--- config.mk ---
export PLATFORM = sky130hd
export DESIGN_NAME = mux_nto1_stream
export DESIGN_NICKNAME = d
export VERILOG_FILES = /design/src/rtl/mux_nto1_stream.sv
export SDC_FILE = /design/constraint.sdc
export NUM_CORES = 1
export LEC_CHECK = 0
export ABC_AREA = 1
export CAP_MARGIN = 20
export CORE_AREA = 2 2 133 135
export CTS_CLUSTER_SIZE = 28
export DETAILED_ROUTE_END_ITERATION = 12
export DIE_AREA = 0 0 135 137
export GPL_TIMING_DRIVEN = 1
export PLACE_DENSITY_LB_ADDON = 0.08
export SLEW_MARGIN = 40
export SYNTH_ARGS = -nofsm -noshare
export SYNTH_HDL_FRONTEND = slang
export SYNTH_SLANG_ARGS = --single-unit
--- constraint.sdc ---
create_clock -name clk -period 5.66 [get_ports clk]
set_input_delay 1.132 -clock clk [delete_from_list [all_inputs] [get_ports clk]]
set_output_delay 1.132 -clock clk [all_outputs]
set_load 0.01 [all_outputs]
--- src/rtl/mux_nto1_stream.sv ---
// N-input valid/ready stream mux: explicit-select or round-robin channel choice, registered output stage.
// Define MUX_NTO1_LAST_LOCK_EN to hold the granted channel until its in_last beat (packet lock).
module mux_nto1_stream #(
  parameter int unsigned WIDTH     = 64,
  parameter int unsigned NUM_CH    = 4,
  parameter int unsigned SEL_WIDTH = $clog2(NUM_CH)
) (
  input  logic                    clk,
  input  logic                    rst_n,
  input  logic [NUM_CH*WIDTH-1:0] in_data,
  input  logic [NUM_CH-1:0]       in_valid,
  input  logic [NUM_CH-1:0]       in_last,
  output logic [NUM_CH-1:0]       in_ready,
  input  logic [SEL_WIDTH-1:0]    sel,
  input  logic                    arb_mode,
  output logic [WIDTH-1:0]        out_data,
  output logic                    out_last,
  output logic [SEL_WIDTH-1:0]    out_ch,
  output logic                    out_valid,
  input  logic                    out_ready
);

  logic [WIDTH-1:0]     out_data_q, out_data_d;
  logic                 out_last_q, out_last_d;
  logic [SEL_WIDTH-1:0] out_ch_q, out_ch_d;
  logic                 out_valid_q, out_valid_d;
  logic [SEL_WIDTH-1:0] rr_ptr_q, rr_ptr_d;

`ifdef MUX_NTO1_LAST_LOCK_EN
  logic                 lock_q, lock_d;
  logic [SEL_WIDTH-1:0] lock_ch_q, lock_ch_d;
`endif

  logic [NUM_CH-1:0]    grant;
  logic                 rr_found;
  int unsigned          rr_idx;
  logic [SEL_WIDTH-1:0] gnt_idx;
  logic [WIDTH-1:0]     gnt_data;
  logic                 gnt_last;
  logic                 load_ok;
  logic                 accept;

  // Grant: one-hot or zero; round-robin search starts at rr_ptr and wraps.
  always_comb begin
    grant    = '0;
    rr_found = 1'b0;
    rr_idx   = 0;
    if (!arb_mode) begin
      if (32'(sel) < NUM_CH) grant[sel] = in_valid[sel];
    end else begin
      for (int unsigned k = 0; k < NUM_CH; k++) begin
        rr_idx = (32'(rr_ptr_q) + k) % NUM_CH;
        if (!rr_found && in_valid[SEL_WIDTH'(rr_idx)]) begin
          grant[SEL_WIDTH'(rr_idx)] = 1'b1;
          rr_found                  = 1'b1;
        end
      end
    end
`ifdef MUX_NTO1_LAST_LOCK_EN
    if (lock_q) begin
      grant            = '0;
      grant[lock_ch_q] = in_valid[lock_ch_q];
    end
`endif
  end

  always_comb begin
    gnt_idx  = '0;
    gnt_data = '0;
    gnt_last = 1'b0;
    for (int unsigned i = 0; i < NUM_CH; i++) begin
      if (grant[i]) begin
        gnt_idx  = SEL_WIDTH'(i);
        gnt_data = in_data[i*WIDTH +: WIDTH];
        gnt_last = in_last[i];
      end
    end
  end

  assign load_ok  = !out_valid_q || out_ready;
  assign in_ready = grant & {NUM_CH{load_ok & rst_n}};
  assign accept   = |in_ready;

  // Output register reloads on accept; otherwise drains on a completed output transfer.
  always_comb begin
    out_data_d  = out_data_q;
    out_last_d  = out_last_q;
    out_ch_d    = out_ch_q;
    out_valid_d = out_valid_q;
    rr_ptr_d    = rr_ptr_q;
`ifdef MUX_NTO1_LAST_LOCK_EN
    lock_d      = lock_q;
    lock_ch_d   = lock_ch_q;
`endif
    if (accept) begin
      out_data_d  = gnt_data;
      out_last_d  = gnt_last;
      out_ch_d    = gnt_idx;
      out_valid_d = 1'b1;
      if (arb_mode) rr_ptr_d = SEL_WIDTH'((32'(gnt_idx) + 1) % NUM_CH);
`ifdef MUX_NTO1_LAST_LOCK_EN
      lock_d    = !gnt_last;
      lock_ch_d = gnt_idx;
`endif
    end else if (out_ready) begin
      out_valid_d = 1'b0;
    end
  end

  always_ff @(posedge clk) begin
    if (!rst_n) begin
      out_data_q  <= '0;
      out_last_q  <= 1'b0;
      out_ch_q    <= '0;
      out_valid_q <= 1'b0;
      rr_ptr_q    <= '0;
`ifdef MUX_NTO1_LAST_LOCK_EN
      lock_q      <= 1'b0;
      lock_ch_q   <= '0;
`endif
    end else begin
      out_data_q  <= out_data_d;
      out_last_q  <= out_last_d;
      out_ch_q    <= out_ch_d;
      out_valid_q <= out_valid_d;
      rr_ptr_q    <= rr_ptr_d;
`ifdef MUX_NTO1_LAST_LOCK_EN
      lock_q      <= lock_d;
      lock_ch_q   <= lock_ch_d;
`endif
    end
  end

  assign out_data  = out_data_q;
  assign out_last  = out_last_q;
  assign out_ch    = out_ch_q;
  assign out_valid = out_valid_q;

endmodule

### Word level (Yosys, flattened, before mapping)

Cells that the tools add are included.

* add/subtract/negate cells: 4
* $lt $le $gt $ge: 10
* multiplexer cells: 47
* bitwise gates (word level): 6
* reduce and logical (&&, ||, !) cells: 16

Operator list (number)
* $mux 64: 4
* $mux 4: 8
* $mux 1: 23
* $lt 2x3->1 const B: 5
* $or 4x4->4: 3
* $bmux 1 s2: 5
* $demux 1 s2: 5
* $ge 2x1->1 const B: 5
* $and 4x4->4: 2
* $logic_and 1x1->1: 8
* $add 2x1->2 const B: 2
* $add 2x2->2 const B: 2
* $logic_not 1->1: 4
* $mux 2: 2
* $reduce_or 4->1: 1
* $reduce_and 2->1: 1
* $reduce_bool 2->1: 1
* $and 1x1->1: 1
* $logic_or 1x1->1: 1

* flip-flop bits (word level): 70
* bits of input ports: 270

### Depth between registers and ports, before layout

Gate-level depths: netlist (run 1).

* word-level depth: 20
* mapped depth: 19
* mapped depth without buffers: 16

### Worst setup path before layout (run 1)

Ideal clock, no wire load.

* path type: input to output
* start: input in_valid[3]
* end: output in_ready[0]
* arrival: 1.959 ns
* data required time: 4.528 ns
* path slack: 2.569 ns
* stages: 9
* path buffers: 0
* cells stage by stage: nand2_1 nand3_4 nand2_4 nand2_4 nor2_4 nand2_1 nand3_1 nand3_1 inv_1

* longest elaborated chain between the ends: 17

RTL lines
* start, declared: line 11 `input logic [NUM_CH-1:0] in_valid,`
* $bmux 1 s2: line 53 `if (!rr_found && in_valid[SEL_WIDTH'(rr_idx)]) begin`
* $mux 1 (implied by the code): line 53
* $mux 1: line 53
* $mux 1: line 48 `if (!arb_mode) begin`
* $logic_not 1->1: line 53
* $logic_and 1x1->1: line 53
* $mux 1: line 53
* $mux 1: line 48
* $logic_not 1->1: line 53
* $logic_and 1x1->1: line 53
* $mux 1: line 53
* $mux 1: line 48
* $logic_not 1->1: line 53
* $logic_and 1x1->1: line 53
* $mux 4: line 53
* $mux 4 (*): line 48
* $and 4x4->4 (*): line 81 `assign in_ready = grant & {NUM_CH{load_ok & rst_n}};`
* end, declared: line 13 `output logic [NUM_CH-1:0] in_ready,`

Every way passes the cells marked *; elsewhere a longest branch is shown, timed or not. The select of a mux whose other input is x is not followed.

### Final worst setup path (run 1)

* start: input in_valid[3]
* end: output in_ready[3]

The elaborated chain is that of the path after synthesis.

==> out/results.tsv, run 1 <==
stage	metric	value	unit
floorplan	chipWidth	135	um
grt	grt_pass1_vias	5987	
clock_tree	cts_resized	0	
synth	synth_edf_count	0	
synth	syn-instance-count	846	
clock_tree	cts_setup_buffers	0	
synth	async_flop_share	0	
synth	ys_ff_latch	70	
worst_setup_path	worstPathMaxFanout	4	
power_and_ir_drop	powerDensity	275	nW/um^2
clock_tree	worstSkewPairLatency	0.34	ns
clock_tree	cts.sinks	70	
synth	synthTopCellsByCount	nand2_1, nor2_1, nand3_1	
clock_tree	cts-root-buf	clkbuf_16	
synth	synth_area_leaders	dfxtp_1, nand2_1, nor2_1, nand3_1, nand4_1	
grt	grt_usage	0.222	
layout	final_area	8610	um^2
layout	antenna_cells	0	
synth	synth_cell_type_count	25	
synth	seq_area_frac_synth	0.287	
grt	grt_pass1_wl	31900	um
routing	routedWlPerCell	15.5	um
power_and_ir_drop	vdd_drop_max	0.147	mV
synth	syn_area	4880	um^2
synth	syn_nets	1123	
grt	grt_max_degree	85	
routing	ant_nets	0	
worst_setup_path	worst-setup-path-type	in2out	
timing	hold_viol	0	
placed_design	gp_congestion	0.810	
timing	fmax	0.232	GHz
timing	max_slew.worst_pin.slew	0.776	ns
grt	antenna_found_initial	0	
worst_setup_path	arrival	3.18	ns
worst_setup_path	setup.worst_path.end_class	output port	
layout	regArea	1400	um^2
timing	drv_slew	0	
timing	slew_headroom	0.482	
clock_tree	h-tree-depth	3	
layout	multi_input_area	3050	um^2
clock_tree	ctsHoldBuffers	0	
status	status	finished, final reports clean	
placed_design	portBuffers	341	
worst_setup_path	worstPathRequired	4.53	ns
worst_setup_path	cp-start-kind	primary input	
floorplan	die_area	18500	um^2
synth	synthFlopType	dfxtp_1	
routing	via_per_inst	4.59	
floorplan	core	17100	um^2
timing	rsz0062_at_grt	no	
synth	yosysWarnings	0	
routing	wirelength	21300	um
layout	area_delta_synth_final	76.3	%
layout	nets	1424	
floorplan	rows	48	
routing	drc_errors	0	
run	drv_cap	0	
timing	fin_crit	4.31	ns
routing	firstDrtPassIters	7	
timing	setup_viol	0	
floorplan	chipHeight	137	um
synth	synthMostInstantiatedCell	nand2_1	
timing	fin_tns_setup	0	ns
worst_hold_path	min_path_type	reg2reg	
layout	nFillCells	1799	
clock_tree	clockBufferDepth	2	
clock_tree	cts.clk_slew.worst_paths	0.05	ns
routing	initialDrtViolationCount	270	
clock_tree	cts_buffers	9	
placed_design	post_dp_cell_area	8330	um^2
timing	fin_skew	0.00234	ns
synth	syn-mean-instance-area	5.77	um^2
placed_design	hpwl	15900	um
synth	synth_top_area_cell	dfxtp_1	
synth	yosysTopAreaCellShare	0.287	
clock_tree	tritoncts	yes	
timing	fin_crit_sh	0.762	
layout	drive_above_1_share	0.0382	
routing	route.vias.total	6325	
floorplan	num_io_pins	342	
grt	grt-ovfl-total	0	
power_and_ir_drop	p_leak	0.00378	uW
floorplan	initial_core_util	0.286	
## worst max-delay path: stages
cell             delay [ns]
clkdlybuf4s50_1        0.49
nand2_1                0.16
nand3_4                0.11
nand2_4                0.12
nand2_4                0.06
nor2_4                 0.13
nand2_1                0.06
nand3_1                0.15
nand3_1                0.14
inv_1                  0.09
clkdlybuf4s50_1        0.54
## cell type report
| class | count | share of cell area |
|---|---|---|
| timing repair buffer | 349 | 0.406 |
| multi-input combinational | 690 | 0.354 |
| sequential | 70 | 0.163 |
| tap | 225 | 0.0327 |
| clock buffer | 11 | 0.0270 |
| inverter | 27 | 0.0121 |
| clock inverter | 5 | 0.00581 |
## power breakdown
| part | switching, uW | total [uW] | internal, uW |
|---|---|---|---|
| logic | 561 | 1120 | 555 |
| registers | 72.1 | 700 | 628 |
| clock network | 213 | 551 | 338 |
## registers in the layout, indices dropped and copies added (netlist names)
name	cells
out_ch	2
out_data	64
out_last	1
out_valid	1
rr_ptr_q	2
## logic make-up after synthesis
kind of cell               count (synthesis)  synth area share
AOI/OAI and AO/OA                          8           0.00922
adders and majority gates                  7            0.0179
DFF                                       70             0.287
buffers and inverters                     86            0.0927
and+or+nand+nor                          675             0.593
## layout by cell type, fill, tap and decap left out, drive strengths merged, types with 7 or more instances in the layout
| master | n |
|---|---|
| clkbuf | 11 |
| nand3 | 94 |
| nor2 | 145 |
| dfxtp | 70 |
| buf | 9 |
| nand4 | 65 |
| clkdlybuf4s50 | 340 |
| inv | 27 |
| ha | 7 |
| nand2 | 370 |
## per-stage QoR
stage                     setup WS [ns]   util  std cells  hold WS, ns  power, uW
final                              1.35  0.505       1377        0.465       2370
after global routing               1.25  0.505       1377        0.484       2530
after CTS                          1.36  0.505       1377        0.470       2410
after detailed placement           1.37  0.488       1361        0.460       1840
after global placement             1.38  0.488       1361        0.457       1840
after floorplan                    2.57      -        846        0.491       1250
## per-layer routing
layer / vias to the layer above / global-route usage / part of all wire
li1: 3310 / - / -
met1: 2744 / 0.253 / 0.41
met2: 236 / 0.382 / 0.47
met3: 35 / 0.0748 / 0.093
met4: 0 / 0.0897 / 0.028
met5: - / 0 / 0
## final timing paths
| kind | from | slack [ns] | depth (start not counted) | end |
|---|---|---|---|---|
| hold reg to reg | out_data[12]$_SDFFE_PN0P_ | 0.46 | 2 | out_data[12]$_SDFFE_PN0P_ |
| setup reg to reg | rr_ptr_q[0]$_SDFFE_PN0P_ | 2.18 | 17 | out_data[53]$_SDFFE_PN0P_ |
| hold / removal | out_data[12]$_SDFFE_PN0P_ | 0.46 | 2 | out_data[12]$_SDFFE_PN0P_ |
| setup / recovery | in_valid[3] | 1.35 | 11 | in_ready[3] |
Note: power is estimated with default switching activity, not from simulation.
==> run 2: changes to the inputs <==
- CORE_AREA: 2 2 133 135 -> 2 2 135 137
- DIE_AREA: 0 0 135 137 -> 0 0 137 139
- clock period: 5.66 -> 3.62 ns (I/O delays scaled with it)
==> out/results.tsv, run 2 (synthesis gave the netlist of run 1 again) <==
stage	metric	value	unit	change
clock_tree	h-tree-depth	3		unchanged
placed_design	gp_congestion	0.836		+3.2%
run	drv_cap	0		unchanged
layout	antenna_cells	0		unchanged
clock_tree	cts-root-buf	clkbuf_16		
clock_tree	clockBufferDepth	2		unchanged
routing	wirelength	20500	um	-4.2%
timing	slew_headroom	0.481		-0.00120
worst_setup_path	cp_num_buf_inv	3		unchanged
layout	drive_above_1_share	0.0441		+0.00589
clock_tree	cts.clk_slew.worst_paths	0.05	ns	about the same
timing	hold_slack	0.467	ns	+0.00168 ns
worst_setup_path	worst-setup-path-type	in2out		
layout	layout_commonest_cell	nand2_1		
timing	fin_crit_sh	0.944		
grt	grt_usage	0.204		-0.0181
floorplan	chipWidth	137	um	+1.5%
timing	fmax	0.293	GHz	
worst_setup_path	cp_slowest_cell	clkdlybuf4s50_1		
timing	setup_viol	0		unchanged
grt	grt-ovfl-total	0		unchanged
floorplan	chipHeight	139	um	+1.5%
routing	routedWlPerCell	14.8	um	-4.8%
timing	hold_viol	0		unchanged
placed_design	dp_slack	0.146	ns	-1.22 ns
power_and_ir_drop	powerDensity	428	nW/um^2	+56%
layout	layout_common_cells	nand2_1, clkdlybuf4s50_1, nor2_1		
clock_tree	worstSkewPairLatency	0.33	ns	about the same
floorplan	rows	49		+2.1%
floorplan	core	17700	um^2	+3.5%
worst_setup_path	critPathTopFamily	buffers and inverters		
floorplan	die_area	19000	um^2	+3.0%
routing	drc_errors	0		unchanged
clock_tree	tritoncts	yes		
timing	max_slew.worst_pin.slew	0.778	ns	+0.00180 ns
clock_tree	ctsHoldBuffers	0		unchanged
grt	antenna_found_initial	0		unchanged
routing	route.vias.total	6303		-0.35%
routing	firstDrtPassIters	4		-3
layout	largest_register_ffs	64		unchanged
layout	area_delta_synth_final	78.3	%	
worst_setup_path	arrival	2.69	ns	-0.49 ns
routing	ant_nets	0		unchanged
clock_tree	cts.sinks	70		unchanged
worst_setup_path	cpPeakStageDelay	0.54	ns	about the same
power_and_ir_drop	p_total	3720	uW	+57%
floorplan	initial_core_util	0.277		-0.00974
timing	rsz0062_at_grt	no		
worst_setup_path	path_cells	clkdlybuf4s50_1 -> nand2_1 -> nand3_2 -> nand2_4 -> nand2_4 -> nor2_4 -> nand2_1 -> nand3_1 -> nand3_1 -> inv_1 -> clkdlybuf4s50_1		
worst_setup_path	cp-start-kind	primary input		
timing	fin_crit	3.42	ns	
clock_tree	cts_buffers	9		unchanged
routing	initialDrtViolationCount	310		+15%
placed_design	hpwl	15100	um	-4.9%
status	status	finished, final reports clean		
layout	final_util	0.493		-0.0117
worst_setup_path	worstPathRequired	2.90	ns	-1.63 ns
timing	fin_skew	0.00559	ns	+0.00324 ns
timing	drv_slew	0		unchanged
worst_setup_path	setup.worst_path.end_class	output port		
grt	grt_max_degree	72		-15%
timing	fin_tns_setup	0	ns	unchanged
clock_tree	cts_setup_buffers	0		unchanged
routing	via_per_inst	4.55		-0.99%
grt	grt_pass1_wl	30500	um	-4.2%
timing	setup_ws	0.204	ns	-1.14 ns
layout	nets	1429		+0.35%
power_and_ir_drop	p_leak	0.00383	uW	+1.3%
floorplan	num_io_pins	342		unchanged
grt	grt_pass1_vias	5724		-4.4%
placed_design	portBuffers	341		unchanged
worst_hold_path	min_path_type	reg2reg		
power_and_ir_drop	vdd_drop_max	0.215	mV	+46%
worst_setup_path	worstPathMaxFanout	4		unchanged
## run 2: per-stage QoR
step,instances,instance area [um^2]
floorplan,846,4880
global placement,1370,8410
detailed placement,1370,8410
CTS,1386,8700
global route,1386,8710
finish,1386,8710
## run 2: worst register-to-register path, cell delays in order, from the launching register on
cell	delay (ns)
dfxtp_1	0.38
inv_4	0.09
ha_1	0.37
inv_1	0.10
nand3_1	0.09
nand2_1	0.07
nand2_2	0.08
nor2_1	0.05
nor2_1	0.13
nand3_2	0.12
nand3_1	0.13
nand2_2	0.11
nor2_4	0.16
buf_12	0.31
nor2_1	0.09
nand2_1	0.08
nand2_1	0.05
## run 2: repair_timing
item,in CTS,in global routing
gates resized for setup,0,1
setup endpoints to repair,0,1
hold endpoints to repair,0,0
## run 2: where the power goes
group / internal (uW) / switching [uW]
logic: 889 / 882
clock network: 539 / 332
registers: 982 / 99.6
## run 2: area by class of cell
cell class              count  area [um^2]
flip-flops and latches     70         1400
multi-input cells         690         3050
repair buffers            354         3570
clock buffers              14          284
inverters                  27          104
fillers                  1830         8950
well taps                 229          287
clock inverters             2         13.8
## run 2: worst paths after layout
path                            cells past startpoint                      start                   endpoint  slack [ns]
worst max register to register                     16   rr_ptr_q[0]$_SDFFE_PN0P_   out_data[8]$_SDFFE_PN0P_        1.11
worst min-delay path                                2  out_data[43]$_SDFFE_PN0P_  out_data[43]$_SDFFE_PN0P_        0.47
worst min register to register                      2  out_data[43]$_SDFFE_PN0P_  out_data[43]$_SDFFE_PN0P_        0.47
worst max-delay path                               11                in_valid[1]                in_ready[0]        0.20
## run 2: layer usage
layer	track usage	wire length, um
met3	0.0640	1950
met4	0.0754	495
met5	0	0
met2	0.345	9850
met1	0.239	8160
